$ cat config.mk
export PLATFORM = sky130hd
export DESIGN_NAME = clock_ctrl
export DESIGN_NICKNAME = d
export VERILOG_FILES = /design/src/rtl/clock_ctrl.sv
export SDC_FILE = /design/constraint.sdc
export NUM_CORES = 1
export LEC_CHECK = 0
export CORE_MARGIN = 2
export CORE_UTILIZATION = 45
export DETAILED_ROUTE_END_ITERATION = 6
export PLACE_DENSITY = 0.67
export SYNTH_ARGS = -nofsm -noshare
export SYNTH_HDL_FRONTEND = slang
export SYNTH_SLANG_ARGS = --single-unit
$ cat constraint.sdc
create_clock -name in_clk -period 2.1 [get_ports in_clk]
set_clock_uncertainty 0.2 [all_clocks]
set_input_delay 0.42 -clock in_clk [delete_from_list [all_inputs] [get_ports in_clk]]
set_output_delay 0.42 -clock in_clk [all_outputs]
set_load 0.005 [all_outputs]
$ cat src/rtl/clock_ctrl.sv
// Mode/advance controller for the digital clock: 1 Hz time base, RUN/SET_HOUR/SET_MIN
// mode machine with auto-repeat increment, and blink blanking of the field being set.
module clock_ctrl #(
    parameter int TICKS_PER_SEC = 1000,
    parameter int HOLD_CYC      = 500,
    parameter int REPEAT_CYC    = 100
) (
    input  logic       in_clk,
    input  logic       rst,
    input  logic       btn_mode,
    input  logic       btn_inc,
    input  logic       sec_max,
    input  logic       min_max,
    output logic       sec_adv,
    output logic       min_adv,
    output logic       hour_adv,
    output logic       sec_clr,
    output logic [1:0] mode,
    output logic       blank_hour,
    output logic       blank_min
);
    localparam int PW   = $clog2(TICKS_PER_SEC);
    localparam int HMAX = (HOLD_CYC > REPEAT_CYC) ? HOLD_CYC : REPEAT_CYC;
    localparam int HW   = $clog2(HMAX + 1);
    localparam logic [PW-1:0] PCNT_LAST = PW'(TICKS_PER_SEC - 1);
    localparam logic [PW-1:0] PCNT_HALF = PW'(TICKS_PER_SEC / 2);
    localparam logic [HW-1:0] HOLD_V    = HW'(HOLD_CYC);
    localparam logic [HW-1:0] REPEAT_V  = HW'(REPEAT_CYC);

    typedef enum logic [1:0] {
        ST_RUN      = 2'b00,
        ST_SET_HOUR = 2'b01,
        ST_SET_MIN  = 2'b10
    } state_t;

    state_t        state_q, state_d;
    logic [2:0]    mode_sync_q, mode_sync_d, inc_sync_q, inc_sync_d;
    logic          mode_edge_q, mode_edge_d, inc_edge_q, inc_edge_d;
    logic [PW-1:0] pcnt_q, pcnt_d;
    logic [HW-1:0] hold_cnt_q, hold_cnt_d;
    logic          rep_q, rep_d;
    logic          sec_adv_q, sec_adv_d, min_adv_q, min_adv_d;
    logic          hour_adv_q, hour_adv_d, sec_clr_q, sec_clr_d;
    logic [1:0]    mode_q, mode_d;
    logic          blank_hour_q, blank_hour_d, blank_min_q, blank_min_d;
    logic          tick_s, rep_fire_s, inc_ev_s;

    // Synchroniser chain [0]=stage1 [1]=stage2 [2]=history; registered edge decode.
    always_comb begin
        mode_sync_d = {mode_sync_q[1:0], btn_mode};
        inc_sync_d  = {inc_sync_q[1:0], btn_inc};
        mode_edge_d = mode_sync_q[1] & ~mode_sync_q[2];
        inc_edge_d  = inc_sync_q[1] & ~inc_sync_q[2];
    end

    // Next-state logic of the mode machine.
    always_comb begin
        state_d = state_q;
        case (state_q)
            ST_RUN:      if (mode_edge_q) state_d = ST_SET_HOUR; else state_d = ST_RUN;
            ST_SET_HOUR: if (mode_edge_q) state_d = ST_SET_MIN;  else state_d = ST_SET_HOUR;
            ST_SET_MIN:  if (mode_edge_q) state_d = ST_RUN;      else state_d = ST_SET_MIN;
            default:     state_d = ST_RUN;
        endcase
    end

    // Prescaler, hold/repeat counter and increment-event qualification.
    always_comb begin
        tick_s     = (pcnt_q == PCNT_LAST);
        rep_fire_s = inc_sync_q[1] && (hold_cnt_q != '0) &&
                     (rep_q ? (hold_cnt_q == REPEAT_V) : (hold_cnt_q == HOLD_V));
        // A mode edge in the same cycle swallows the increment.
        inc_ev_s   = (state_q != ST_RUN) && !mode_edge_q && (inc_edge_q || rep_fire_s);

        if (mode_edge_q || inc_ev_s || tick_s) begin
            pcnt_d = '0;
        end else begin
            pcnt_d = pcnt_q + PW'(1);
        end

        if ((state_q == ST_RUN) || mode_edge_q || !inc_sync_q[1]) begin
            hold_cnt_d = '0;
            rep_d      = 1'b0;
        end else if (inc_edge_q) begin
            hold_cnt_d = HW'(1);
            rep_d      = 1'b0;
        end else if (rep_fire_s) begin
            hold_cnt_d = HW'(1);
            rep_d      = 1'b1;
        end else if (hold_cnt_q != '0) begin
            hold_cnt_d = hold_cnt_q + HW'(1);
            rep_d      = rep_q;
        end else begin
            hold_cnt_d = hold_cnt_q;
            rep_d      = rep_q;
        end
    end

    // Output decode; everything lands in flops so the strobes are glitch-free.
    always_comb begin
        sec_adv_d    = (state_q == ST_RUN) && tick_s;
        min_adv_d    = ((state_q == ST_RUN) && tick_s && sec_max) ||
                       ((state_q == ST_SET_MIN) && inc_ev_s);
        hour_adv_d   = ((state_q == ST_RUN) && tick_s && sec_max && min_max) ||
                       ((state_q == ST_SET_HOUR) && inc_ev_s);
        sec_clr_d    = (state_q == ST_RUN) && mode_edge_q;
        mode_d       = state_d;
        blank_hour_d = (state_d == ST_SET_HOUR) && (pcnt_d >= PCNT_HALF);
        blank_min_d  = (state_d == ST_SET_MIN) && (pcnt_d >= PCNT_HALF);
    end

    // State registers; sync chains reset high so a button held through reset gives no edge.
    always_ff @(posedge in_clk or negedge rst) begin
        if (!rst) begin
            state_q      <= ST_RUN;
            mode_sync_q  <= 3'b111;
            inc_sync_q   <= 3'b111;
            mode_edge_q  <= 1'b0;
            inc_edge_q   <= 1'b0;
            pcnt_q       <= '0;
            hold_cnt_q   <= '0;
            rep_q        <= 1'b0;
            sec_adv_q    <= 1'b0;
            min_adv_q    <= 1'b0;
            hour_adv_q   <= 1'b0;
            sec_clr_q    <= 1'b0;
            mode_q       <= 2'b00;
            blank_hour_q <= 1'b0;
            blank_min_q  <= 1'b0;
        end else begin
            state_q      <= state_d;
            mode_sync_q  <= mode_sync_d;
            inc_sync_q   <= inc_sync_d;
            mode_edge_q  <= mode_edge_d;
            inc_edge_q   <= inc_edge_d;
            pcnt_q       <= pcnt_d;
            hold_cnt_q   <= hold_cnt_d;
            rep_q        <= rep_d;
            sec_adv_q    <= sec_adv_d;
            min_adv_q    <= min_adv_d;
            hour_adv_q   <= hour_adv_d;
            sec_clr_q    <= sec_clr_d;
            mode_q       <= mode_d;
            blank_hour_q <= blank_hour_d;
            blank_min_q  <= blank_min_d;
        end
    end

    assign sec_adv    = sec_adv_q;
    assign min_adv    = min_adv_q;
    assign hour_adv   = hour_adv_q;
    assign sec_clr    = sec_clr_q;
    assign mode       = mode_q;
    assign blank_hour = blank_hour_q;
    assign blank_min  = blank_min_q;
endmodule

### Word level (Yosys, flattened, before mapping)

Index checks and enable logic that the tools add are counted.

* muxes and demuxes: 13
* add/sub/neg operators: 2
* reduce and logical (&&, ||, !) cells: 26
* bitwise logic cells: 4
* $lt $le $gt $ge: 1
* eq/ne operators: 7

Operators by type and width (count)
* $mux W9: 4
* $logic_and A1 B1 Y1: 12
* $add A10 B1 Y10 const B: 1
* $eq A10 B10 Y1 const B: 1
* $ge A10 B9 Y1 const B: 1
* $mux W10: 1
* $add A9 B1 Y9 const B: 1
* $eq A9 B7 Y1 const B: 1
* $eq A9 B9 Y1 const B: 1
* $reduce_bool A9 Y1: 1
* $logic_or A1 B1 Y1: 7
* $pmux W2 S3: 1
* $mux W1: 5
* $eq A2 B1 Y1 const B: 2
* $eq A2 B2 Y1 const B: 2
* $mux W2: 2
* $reduce_bool A4 Y1: 1
* $reduce_bool A3 Y1: 1
* $and A1 B1 Y1: 2
* $logic_not A1 Y1: 2
* $logic_not A2 Y1: 1
* $not A1 Y1: 2
* $reduce_bool A2 Y1: 1

* output and inout bits: 8
* bits in registers: 36
* input port bits: 6
* word-level logic and storage cells: 67

### Depth between registers and ports, before layout

Gate-level depths: netlist of the first run.

* depth in word-level cells: 10
* gate-level depth with buffers: 8
* depth with buffers taken out: 7

### Worst setup path before layout of the first run

OpenSTA, ideal clock, no wires.

* kind: flip-flop to flip-flop
* start point: register hold_cnt_q[8]
* end point: register hold_cnt_q[0]
* data required time: 1.789 ns
* library setup time: 0.111 ns
* stages on the path, launching flop included: 6
* arrival: 1.731 ns
* setup slack: 0.058 ns
* period minus slack after synthesis: 2.042 ns
* buffers on the path: 0
* path through: dfrtp_1 -> or4b_1 -> a211o_1 -> nand3_1 -> o21ai_1 -> a2111oi_2

* word-level cells in the longest chain between the ends: 6
* elaborated cells between the ends (all ways): 10
* those cells by class: 2 x eq/ne; 4 x mux; 4 x reduce/logical

Ends and longest elaborated chain
* start, declared: line 40 `logic [HW-1:0] hold_cnt_q, hold_cnt_d;`
* start signal, assigned: line 137 `hold_cnt_q <= hold_cnt_d;`
* $eq A9 B9 Y1, or another cell as far along: line 71 `(rep_q ? (hold_cnt_q == REPEAT_V) : (hold_cnt_q == HOLD_V));`
* $mux W1 or $logic_and A1 B1 Y1 (tied branches): line 71, 70
* $logic_and A1 B1 Y1: line 70 `rep_fire_s = inc_sync_q[1] && (hold_cnt_q != '0) &&`
* $mux W9: line 87 `end else if (rep_fire_s) begin`
* $mux W9: line 84 `end else if (inc_edge_q) begin`
* $mux W9: line 81 `if ((state_q == ST_RUN) || mode_edge_q || !inc_sync_q[1]) begin`

Several ways; a longest one is shown, not always the timed one.
A chain may end at the register's enable or synchronous reset.

### Worst setup path after layout of the first run

* start point: register hold_cnt_q[8]
* end point: register blank_hour_q, in the netlist blank_hour

* word-level cells in the longest chain between the ends: 10
* elaborated cells between the ends (all ways): 13
* those cells by class: 1 x order compare; 2 x eq/ne; 2 x mux; 8 x reduce/logical

Ends and longest elaborated chain
* $eq A9 B9 Y1, or another cell as far along: line 71
* $mux W1 or $logic_and A1 B1 Y1 (tied branches): line 71, 70
* $logic_and A1 B1 Y1 (*): line 70
* $logic_or A1 B1 Y1 (*): line 73 `inc_ev_s = (state_q != ST_RUN) && !mode_edge_q && (inc_edge_q || rep_fire_s);`
* $logic_and A1 B1 Y1 (*): line 73
* $logic_or A1 B1 Y1 (*) (2 in series): line 75 `if (mode_edge_q || inc_ev_s || tick_s) begin`
* $mux W10 (*): line 75
* $ge A10 B9 Y1 (*): line 108 `blank_hour_d = (state_d == ST_SET_HOUR) && (pcnt_d >= PCNT_HALF);`
* $logic_and A1 B1 Y1 (*): line 108
* net blank_hour_d: line 45 `logic blank_hour_q, blank_hour_d, blank_min_q, blank_min_d;`
* end signal, assigned: line 144 `blank_hour_q <= blank_hour_d;`
* end, declared: line 45

Mark *: on every way through the listed nets, which the timed path passes. The rest lies on a longest branch.

==> impl_metrics.json, run 1 <==
{
  "status": "finished, final reports clean",
  "hold_path.class": "register to register",
  "syn_nets": 157,
  "grt_max_degree": 37,
  "fin_crit_ns": 2.05,
  "drt_iter0_drc": 78,
  "grt_pass1_wl_um": 4760,
  "ys_seq_area_share_pct": 57.5,
  "pre_cts_ws_ns": -0.00401,
  "io_pins": 14,
  "syn_area_mm2": 0.00158,
  "synth-xor-area-share_pct": 8.31,
  "fin_ws_ns": 0.0494,
  "path_cells": "or4b_4 -> a211o_4 -> o21ai_1 -> buf_4 -> nor4_1",
  "cts_root_buffer": "clkbuf_4",
  "core_mm2": 0.00336,
  "hold_buffers": 0,
  "slowest_stage": "or4b_4",
  "fmax_mhz": 488,
  "wl_um": 2670,
  "n_antenna_cell": 0,
  "p_leak_nw": 0.798,
  "die_h_um": 63.3,
  "ys_types": 34,
  "syn_to_final_growth_pct": 19.9,
  "num_rows": 21,
  "final_antenna_net_count": 0,
  "pwr_density_cell_mw_per_mm2": 774,
  "reg2reg_depth": 5,
  "drv_cap": 0,
  "clk_pin_slew_worst_paths_ns": 0.11,
  "synth_top_family_by_area": "simple AND/OR/NAND/NOR gates",
  "start_util_pct": 47.0,
  "cts_buffers": 5,
  "required_ns": 2.12,
  "finalSetupViolCount": 0,
  "slew_headroom_pct": 70.6,
  "cts_max_level": 2,
  "synth_mux_area_share_pct": 0.713,
  "final_hold_viol_count": 0,
  "reg2reg_slack_ns": 0.05,
  "hold_depth": 0,
  "grt_antenna_before_repair": 0,
  "wl_per_cell_um": 12.2,
  "via_per_inst": 5.13,
  "synth-simple-area-share_pct": 21.4,
  "clock_latency_ns": 0.33,
  "timing.rr.start": "hold_cnt_q[8]$_DFFE_PN0P_",
  "fill_cells": 313,
  "worstPathArrival_ns": 2.08,
  "synthAdderAreaFrac_pct": 2.38,
  "portBuffers": 13,
  "numClockSinks": 36,
  "dieArea_mm2": 0.00400,
  "post-route-util_pct": 56.3,
  "tightest_slew_ns": 0.441,
  "hpwl_um": 1850,
  "crit_type": "register to register",
  "min_to": "inc_sync_q[1]$_DFF_PN1_",
  "die_w_um": 63.3,
  "ys_ff_latch": 36,
  "clk_path_buf_depth": 2,
  "vias": 1119,
  "end_kind": "register",
  "grt_usage_pct": 15.3,
  "ys_warn_count": 0,
  "nets": 180,
  "cts_tree": "yes",
  "vdd_drop_max_v": 0.000431,
  "grt_pass1_vias": 1088,
  "synth_area_per_cell_um2": 10.7,
  "gp_congestion": 0.806,
  "max_stage_delay_ns": 0.54,
  "r2r_end": "blank_hour$_DFF_PN0_",
  "hp-start": "inc_sync_q[0]$_DFF_PN1_",
  "post-route-drc-count": 0,
  "path_max_fanout": 12,
  "multi_input_area_um2": 652,
  "ff_latch_area_um2": 908,
  "grt_overflow": 0,
  "finalCritPeriodShare_pct": 97.6,
  "syn_inst": 148,
  "synth_compound_area_share_pct": 6.65,
  "slew_viol_final": 0,
  "rsz0062_at_grt": "true",
  "first_pass_iters": 5,
  "cp-start-kind": "register",
  "drive_above_1_share_pct": 17.4
}
[how the worst max path moves through the flow]
| stage | slack, ns | start | cells after the start | endpoint |
|---|---|---|---|---|
| 6_report | 0.05 | hold_cnt_q[8]$_DFFE_PN0P_ | 5 | blank_hour$_DFF_PN0_ |
| 5_1_grt | -0.008 | hold_cnt_q[8]$_DFFE_PN0P_ | 5 | hold_cnt_q[0]$_DFFE_PN0P_ |
| 4_1_cts | 0.02 | hold_cnt_q[4]$_DFFE_PN0P_ | 5 | hold_cnt_q[0]$_DFFE_PN0P_ |
| 3_5_place_dp | -0.004 | hold_cnt_q[8]$_DFFE_PN0P_ | 5 | hold_cnt_q[0]$_DFFE_PN0P_ |
| 3_3_place_gp | 0.04 | hold_cnt_q[8]$_DFFE_PN0P_ | 5 | hold_cnt_q[0]$_DFFE_PN0P_ |
| 2_1_floorplan | 0.06 | hold_cnt_q[8]$_DFFE_PN0P_ | 5 | hold_cnt_q[0]$_DFFE_PN0P_ |
[cells by family after synthesis]
| family | after synthesis |
|---|---|
| compound gates | 14 |
| flops | 36 |
| buf+inv | 12 |
| simple gates | 67 |
| mux | 1 |
| xor+xnor | 15 |
| fa+ha+maj | 3 |
[cell type report]
class / instances / area share [%]
clock inverters: 3 / 0.991
well taps: 46 / 3.04
repair buffers: 21 / 10.2
multi-input cells: 100 / 34.4
inverters: 7 / 1.39
flip-flops and latches: 36 / 48.0
clock buffers: 5 / 1.98
[flip-flops by register name (all words and copies together) (netlist names), 2 cells and up]
| register | flops |
|---|---|
| pcnt_q | 10 |
| hold_cnt_q | 9 |
| inc_sync_q | 3 |
| mode_sync_q | 3 |
| mode | 2 |
[metrics by stage]
step / hold slack (ns) / TNS (ns) / total power, mW / instances / instance area [um2]
after floorplan: -0.0756 / 0 / 0.998 / 148 / 1580
after global placement: 0.146 / 0 / 1.10 / 209 / 1800
after detailed placement: 0.149 / -0.00401 / 1.12 / 209 / 1800
after CTS: 0.164 / 0 / 1.48 / 218 / 1860
after global routing: 0.169 / -0.0114 / 1.58 / 218 / 1890
final: 0.162 / 0 / 1.47 / 218 / 1890
[timing repair]
item / 4_1_cts / 5_1_grt
resized for setup: 0 / 7
endpoints found under the hold margin: 0 / 0
endpoints found under the setup margin: 1 / 9
buffers inserted: 1 / 0
pin swaps: 1 / 6
[per-layer routing]
| metal | wire length [um] | track usage (%) |
|---|---|---|
| met1 | 1200 | 18.9 |
| met2 | 1340 | 25.0 |
| met3 | 108 | 5.18 |
| met4 | 28 | 5.71 |
| met5 | 0 | 0 |
[synth_stat cells (all sizes together)]
cell,number,area share [%]
nor3,5,1.6
nor2b,2,0.79
clkbuf,2,0.48
nor3b,1,0.48
o21a,1,0.48
and2,2,0.79
mux2,1,0.71
nand3b,1,0.48
o41a,1,0.71
a311o,1,0.63
ha,3,2.4
dfstp,6,10
a21o,1,0.48
a2111oi,1,0.95
o21ai,5,1.6
nand4b,4,2.2
dfrtp,30,48
nand4,1,0.40
nand3,11,3.5
a21oi,1,0.32
inv,7,1.7
xnor2,6,3.3
xor2,9,5.0
or4b,1,0.63
a211o,1,0.55
nor4,3,1.2
or3,1,0.40
o31ai,1,0.48
buf,3,0.95
nand2,8,1.9
a21boi,1,0.48
and3,4,1.6
nor2,23,5.5
[placed cells by master (no fill, tap or decap), drive strengths merged, types with 3 or more instances in the layout]
| master | n |
|---|---|
| clkdlybuf4s50 | 13 |
| dfrtp | 30 |
| and3 | 4 |
| nand3 | 11 |
| xor2 | 9 |
| nor2 | 23 |
| dfstp | 6 |
| nand2 | 8 |
| inv | 7 |
| xnor2 | 6 |
| clkinv | 3 |
| o21ai | 5 |
| clkbuf | 5 |
| ha | 3 |
| buf | 8 |
| nor4 | 3 |
| nor3 | 5 |
| nand4b | 4 |
[worst max-delay path: cells and delay by family (launching register included)]
family | cells | cell delay (ns)
simple gates | 2 | 0.61
compound gates | 2 | 0.53
flops | 1 | 0.39
buf+inv | 1 | 0.21
[power by group]
group          switching (mW)  internal (mW)
Sequential             0.0698          0.756
Combinational           0.153          0.133
Clock                   0.226          0.129
Power figures use the tool's default switching activity.
==> run 2, diff against run 1 <==
--- a/config.mk
+++ b/config.mk
@@ -9,6 +9,7 @@
 export CORE_UTILIZATION = 45
 export DETAILED_ROUTE_END_ITERATION = 6
 export PLACE_DENSITY = 0.67
+export SKIP_LAST_GASP = 1
 export SYNTH_ARGS = -nofsm -noshare
 export SYNTH_HDL_FRONTEND = slang
 export SYNTH_SLANG_ARGS = --single-unit
==> constraint.sdc (replaced) <==
create_clock -name in_clk -period 1.8 [get_ports in_clk]
set_clock_uncertainty 0.2 [all_clocks]
set_input_delay 0.36 -clock in_clk [delete_from_list [all_inputs] [get_ports in_clk]]
set_output_delay 0.36 -clock in_clk [all_outputs]
set_load 0.005 [all_outputs]
==> impl_metrics.json, run 2 (synthesis results as in run 1) <==
{
  "via_per_inst": 5.16,
  "io_pins": 14,
  "cp-start-kind": "register",
  "vdd_drop_max_v": 0.000730,
  "end_kind": "register",
  "reg_top3": "pcnt_q: 10 flops, hold_cnt_q: 9 flops",
  "syn_to_final_growth_pct": 28.1,
  "gp_congestion": 0.897,
  "path_max_fanout": 4,
  "finalSetupTns_ns": -4.31,
  "fin_hold_ws_ns": 0.149,
  "final_hold_viol_count": 0,
  "finalCritPeriodShare_pct": 117,
  "drt_iter0_drc": 39,
  "num_rows": 21,
  "cts_max_level": 2,
  "grt_pass1_wl_um": 5250,
  "grt_antenna_before_repair": 0,
  "pwr_density_cell_mw_per_mm2": 937,
  "p_total_mw": 1.90,
  "cts_buffers": 5,
  "clk_pin_slew_worst_paths_ns": 0.13,
  "nets": 197,
  "grt_overflow": 0,
  "regMostFlops": "pcnt_q",
  "clock_latency_ns": 0.36,
  "rsz0062_at_grt": "true",
  "finalSetupViolCount": 23,
  "drv_cap": 0,
  "placed_cells": 224,
  "final_cells": 235,
  "cts_root_buffer": "clkbuf_4",
  "grt_max_degree": 37,
  "fmax_mhz": 476,
  "final_area_mm2": 0.00202,
  "start_util_pct": 47.0,
  "largest_register_ffs": 10,
  "wl_per_cell_um": 13.2,
  "crit_type": "register to register",
  "place_area_mm2": 0.00192,
  "die_h_um": 63.3,
  "core_mm2": 0.00336,
  "slowest_stage": "or4b_1",
  "max_stage_delay_ns": 0.52,
  "slew_viol_final": 0,
  "cts_tree": "yes",
  "post-route-drc-count": 0,
  "failed_checks": "setup timing",
  "numClockSinks": 36,
  "vias": 1212,
  "layout_common_cells": "dfrtp_1, nor2_1, buf_4",
  "worstPathArrival_ns": 2.16,
  "status": "complete, but fails checks",
  "required_ns": 1.86,
  "fin_ws_ns": -0.300,
  "hold_path.class": "input port to asynchronous set/reset pin",
  "first_pass_iters": 4,
  "wl_um": 3110,
  "p_leak_nw": 0.915,
  "path_cells": "or4b_1 -> a211o_1 -> buf_6 -> a21o_1 -> o31ai_2",
  "fin_crit_ns": 2.10,
  "hpwl_um": 2190,
  "drive_above_1_share_pct": 23.8,
  "slew_headroom_pct": 77.8,
  "clk_path_buf_depth": 2,
  "grt_usage_pct": 16.9,
  "hold_buffers": 0,
  "dieArea_mm2": 0.00400,
  "tightest_slew_ns": 0.329,
  "mostFrequentLayoutCell": "dfrtp_1",
  "n_antenna_cell": 0,
  "grt_pass1_vias": 1203,
  "portBuffers": 13,
  "final_antenna_net_count": 0,
  "critPathTopFamily": "compound AO/OA/AOI/OAI gates",
  "critPathBufInv": 1,
  "die_w_um": 63.3
}
run 2: layer usage:
layer	wire (um)	GRT usage, %	share of wire (%)	vias to the layer above
li1	-	-	-	584
met1	1420	21.2	46	597
met2	1490	27.3	48	24
met3	131	4.82	4.2	7
met4	66	7.34	2.1	0
met5	0	0	0	-
run 2: worst paths after layout:
check / start / endpoint / slack (ns) / cells after the start
max: hold_cnt_q[8]$_DFFE_PN0P_ / hour_adv$_DFF_PN0_ / -0.30 / 5
min: rst / hold_cnt_q[5]$_DFFE_PN0P_ / 0.15 / 2
max reg2reg: hold_cnt_q[8]$_DFFE_PN0P_ / hour_adv$_DFF_PN0_ / -0.30 / 5
min reg2reg: inc_sync_q[0]$_DFF_PN1_ / inc_sync_q[1]$_DFF_PN1_ / 0.15 / 0
max in group asynchronous: rst / inc_sync_q[0]$_DFF_PN1_ / 0.99 / 2
min in group in_clk: inc_sync_q[0]$_DFF_PN1_ / inc_sync_q[1]$_DFF_PN1_ / 0.15 / 0
run 2: layout make-up:
type / instances / area (um2)
Tap cell: 46 / 57.6
Fill cell: 316 / 1340
Sequential cell: 36 / 908
Clock buffer: 5 / 37.5
Clock inverter: 3 / 23.8
Multi-Input combinational cell: 100 / 638
Timing Repair Buffer: 38 / 333
Inverter: 7 / 26.3
run 2: worst register-to-register path: cells and delay by family, from the launching register on:
kind	cells	cell delay, ns
AOI/OAI and AO/OA	3	0.74
DFF	1	0.40
and+or+nand+nor	1	0.52
buffers and inverters	1	0.14
run 2: repair_timing:
item	in CTS	in global routing
buffers inserted	1	1
gates cloned	0	1
setup endpoints to repair	26	25
pin swaps	0	1
gates resized for setup	4	7
run 2: metrics by stage:
stage / utilization, % / worst slack (ns)
final: 60.2 / -0.300
after global routing: 60.2 / -0.407
after CTS: 59.2 / -0.235
after detailed placement: 57.2 / -0.203
after global placement: 57.2 / -0.145
after floorplan: - / -0.145
run 2: power breakdown:
part           internal (mW)  leakage [nW]  switching (mW)  total, mW
Clock                  0.153        0.0274           0.294      0.447
Combinational          0.263         0.415           0.256      0.519
Sequential             0.883         0.473          0.0475      0.931
==> run 3, diff against run 2 <==
--- a/config.mk
+++ b/config.mk
@@ -5,6 +5,7 @@
 export SDC_FILE = /design/constraint.sdc
 export NUM_CORES = 1
 export LEC_CHECK = 0
+export ABC_AREA = 1
 export CORE_MARGIN = 2
 export CORE_UTILIZATION = 45
 export DETAILED_ROUTE_END_ITERATION = 6
==> impl_metrics.json, run 3 <==
{
  "cts_tree": "yes",
  "synth_area_leaders": "dfrtp_1, dfstp_2, nand2_1",
  "io_pins": 14,
  "die_w_um": 64.4,
  "fin_ws_ns": -0.0466,
  "fmax_mhz": 542,
  "global_route.usage.met1_pct": 23.9,
  "reg_top3": "pcnt_q: 10 flops, hold_cnt_q: 9 flops",
  "place_area_mm2": 0.00191,
  "vias": 1315,
  "wl_per_cell_um": 12.6,
  "grt_antenna_before_repair": 0,
  "grt_overflow": 0,
  "synth_area_per_cell_um2": 8.69,
  "cp-start-kind": "register",
  "path_max_fanout": 6,
  "ff_latch_area_um2": 908,
  "syn_area_mm2": 0.00164,
  "ys_warn_count": 0,
  "final_hold_viol_count": 0,
  "failed_checks": "setup timing",
  "finalSetupTns_ns": -0.0879,
  "first_pass_iters": 4,
  "grt_pass1_vias": 1385,
  "rsz0062_at_grt": "true",
  "cts_max_level": 2,
  "core_mm2": 0.00342,
  "die_h_um": 64.4,
  "tightest_slew_ns": 0.262,
  "worstPathArrival_ns": 1.91,
  "pre_cts_ws_ns": -0.0754,
  "numClockSinks": 36,
  "multi_input_area_um2": 726,
  "layout_common_cells": "nand2_1, dfrtp_1, inv_1",
  "ys_types": 25,
  "n_antenna_cell": 0,
  "ys_seq_area_share_pct": 55.3,
  "fill_cells": 284,
  "async_reset_ff_share_pct": 100,
  "end_kind": "register",
  "drt_iter0_drc": 81,
  "cts_buffers": 5,
  "synth_ff_type": "dfrtp_1",
  "final_antenna_net_count": 0,
  "synth-edff-count": 0,
  "status": "complete, but fails checks",
  "syn_nets": 198,
  "slew_viol_final": 0,
  "portBuffers": 13,
  "clk_pin_slew_worst_paths_ns": 0.12,
  "post-synth-top-count-cell": "nand2_1",
  "hpwl_um": 2290,
  "pwr_density_cell_mw_per_mm2": 1090,
  "synth_common_cells": "nand2_1, nor2_1, dfrtp_1, inv_1, nand3_1",
  "met2_usage_pct": 32.0,
  "required_ns": 1.87,
  "vdd_drop_max_v": 0.000609,
  "regMostFlops": "pcnt_q",
  "p_leak_nw": 1.11,
  "largest_register_ffs": 10,
  "grt.busiest_layer": "met2",
  "mostFrequentLayoutCell": "nand2_1",
  "grt_max_degree": 37,
  "nets": 235,
  "clock_latency_ns": 0.34,
  "post-route-drc-count": 0,
  "wl_um": 3450,
  "clk_path_buf_depth": 2,
  "syn_inst": 189,
  "synth.top_cell.area_share_pct": 45.7,
  "drv_cap": 0,
  "gp_congestion": 0.788,
  "slew_headroom_pct": 82.4,
  "drive_above_1_share_pct": 28.6,
  "yosys.area.top_type": "dfrtp_1",
  "met3_usage_pct": 5.73,
  "crit_type": "register to register",
  "dieArea_mm2": 0.00415,
  "via_per_inst": 4.82,
  "cts_root_buffer": "clkbuf_4",
  "finalSetupViolCount": 4,
  "grt_pass1_wl_um": 6040,
  "grt_usage_pct": 19.1,
  "fin_crit_ns": 1.85,
  "num_rows": 21,
  "syn_to_final_growth_pct": 35.0,
  "hold_path.class": "register to register",
  "final_area_mm2": 0.00222,
  "post-route-util_pct": 64.9,
  "ys_ff_latch": 36,
  "start_util_pct": 48.1,
  "finalCritPeriodShare_pct": 103
}
==> run 3: final timing paths <==
| path | start | endpoint | slack (ns) | cells after the start |
|---|---|---|---|---|
| min in group asynchronous | rst | rep_q$_DFFE_PN0P_ | 0.18 | 2 |
| max in group asynchronous | rst | inc_sync_q[2]$_DFF_PN1_ | 0.96 | 2 |
| worst min-delay path | inc_sync_q[0]$_DFF_PN1_ | inc_sync_q[1]$_DFF_PN1_ | 0.16 | 0 |
| worst min register to register | inc_sync_q[0]$_DFF_PN1_ | inc_sync_q[1]$_DFF_PN1_ | 0.16 | 0 |
| worst max register to register | hold_cnt_q[0]$_DFFE_PN0P_ | blank_hour$_DFF_PN0_ | -0.05 | 12 |
| worst max-delay path | hold_cnt_q[0]$_DFFE_PN0P_ | blank_hour$_DFF_PN0_ | -0.05 | 12 |
==> run 3: repair_timing <==
action                     in CTS  in global routing
buffers inserted                4                  4
pin swaps                      13                  6
hold buffers                    0                  0
gates resized for setup        24                 12
setup endpoints to repair       9                 23
==> run 3: where the power goes <==
part / internal, mW / total, mW / switching, mW / leakage, nW
registers: 0.891 / 0.947 / 0.0553 / 0.473
clock network: 0.572 / 0.844 / 0.272 / 0.0654
logic: 0.287 / 0.621 / 0.333 / 0.576
==> run 3: area by class of cell <==
class	instances	share of cell area, %
Clock buffer	5	1.69
Tap cell	46	2.59
Multi-Input combinational cell	120	32.7
Inverter	33	5.58
Clock inverter	3	4.06
Sequential cell	36	40.9
Timing Repair Buffer	30	12.4
==> run 3: critical path: stages (launching register included) <==
cell and delay, ns:
dfrtp_1 0.38, inv_2 0.06, ha_4 0.15, inv_2 0.05, nor2_2 0.03, nand2_1 0.06, nor2_1 0.03, nand2_1 0.09
nand2_2 0.10, nand2_4 0.15, nand2_4 0.08, or2_4 0.25, a21oi_2 0.14
==> run 3: through the flow <==
step / hold WS [ns] / cells / power, mW
after floorplan: -0.136 / 189 / 1.20
after global placement: 0.149 / 257 / 1.42
after detailed placement: 0.149 / 257 / 1.44
after CTS: 0.166 / 269 / 2.37
after global routing: 0.172 / 273 / 2.54
final: 0.164 / 273 / 2.41
==> run 3: kinds of logic after synthesis <==
kind of cell	after synthesis	synth area share [%]
buffers and inverters	33	7.54
AOI/OAI and AO/OA	15	5.10
DFF	36	55.3
and+or+nand+nor	93	25.0
xor gates and xnor gates	9	4.80
adders and majority gates	3	2.29
==> run 3: layer usage <==
layer	vias to the layer above	part of all wire, %
met1	625	43
met5	-	0
met2	25	51
met4	0	1.0
li1	661	-
met3	4	4.4
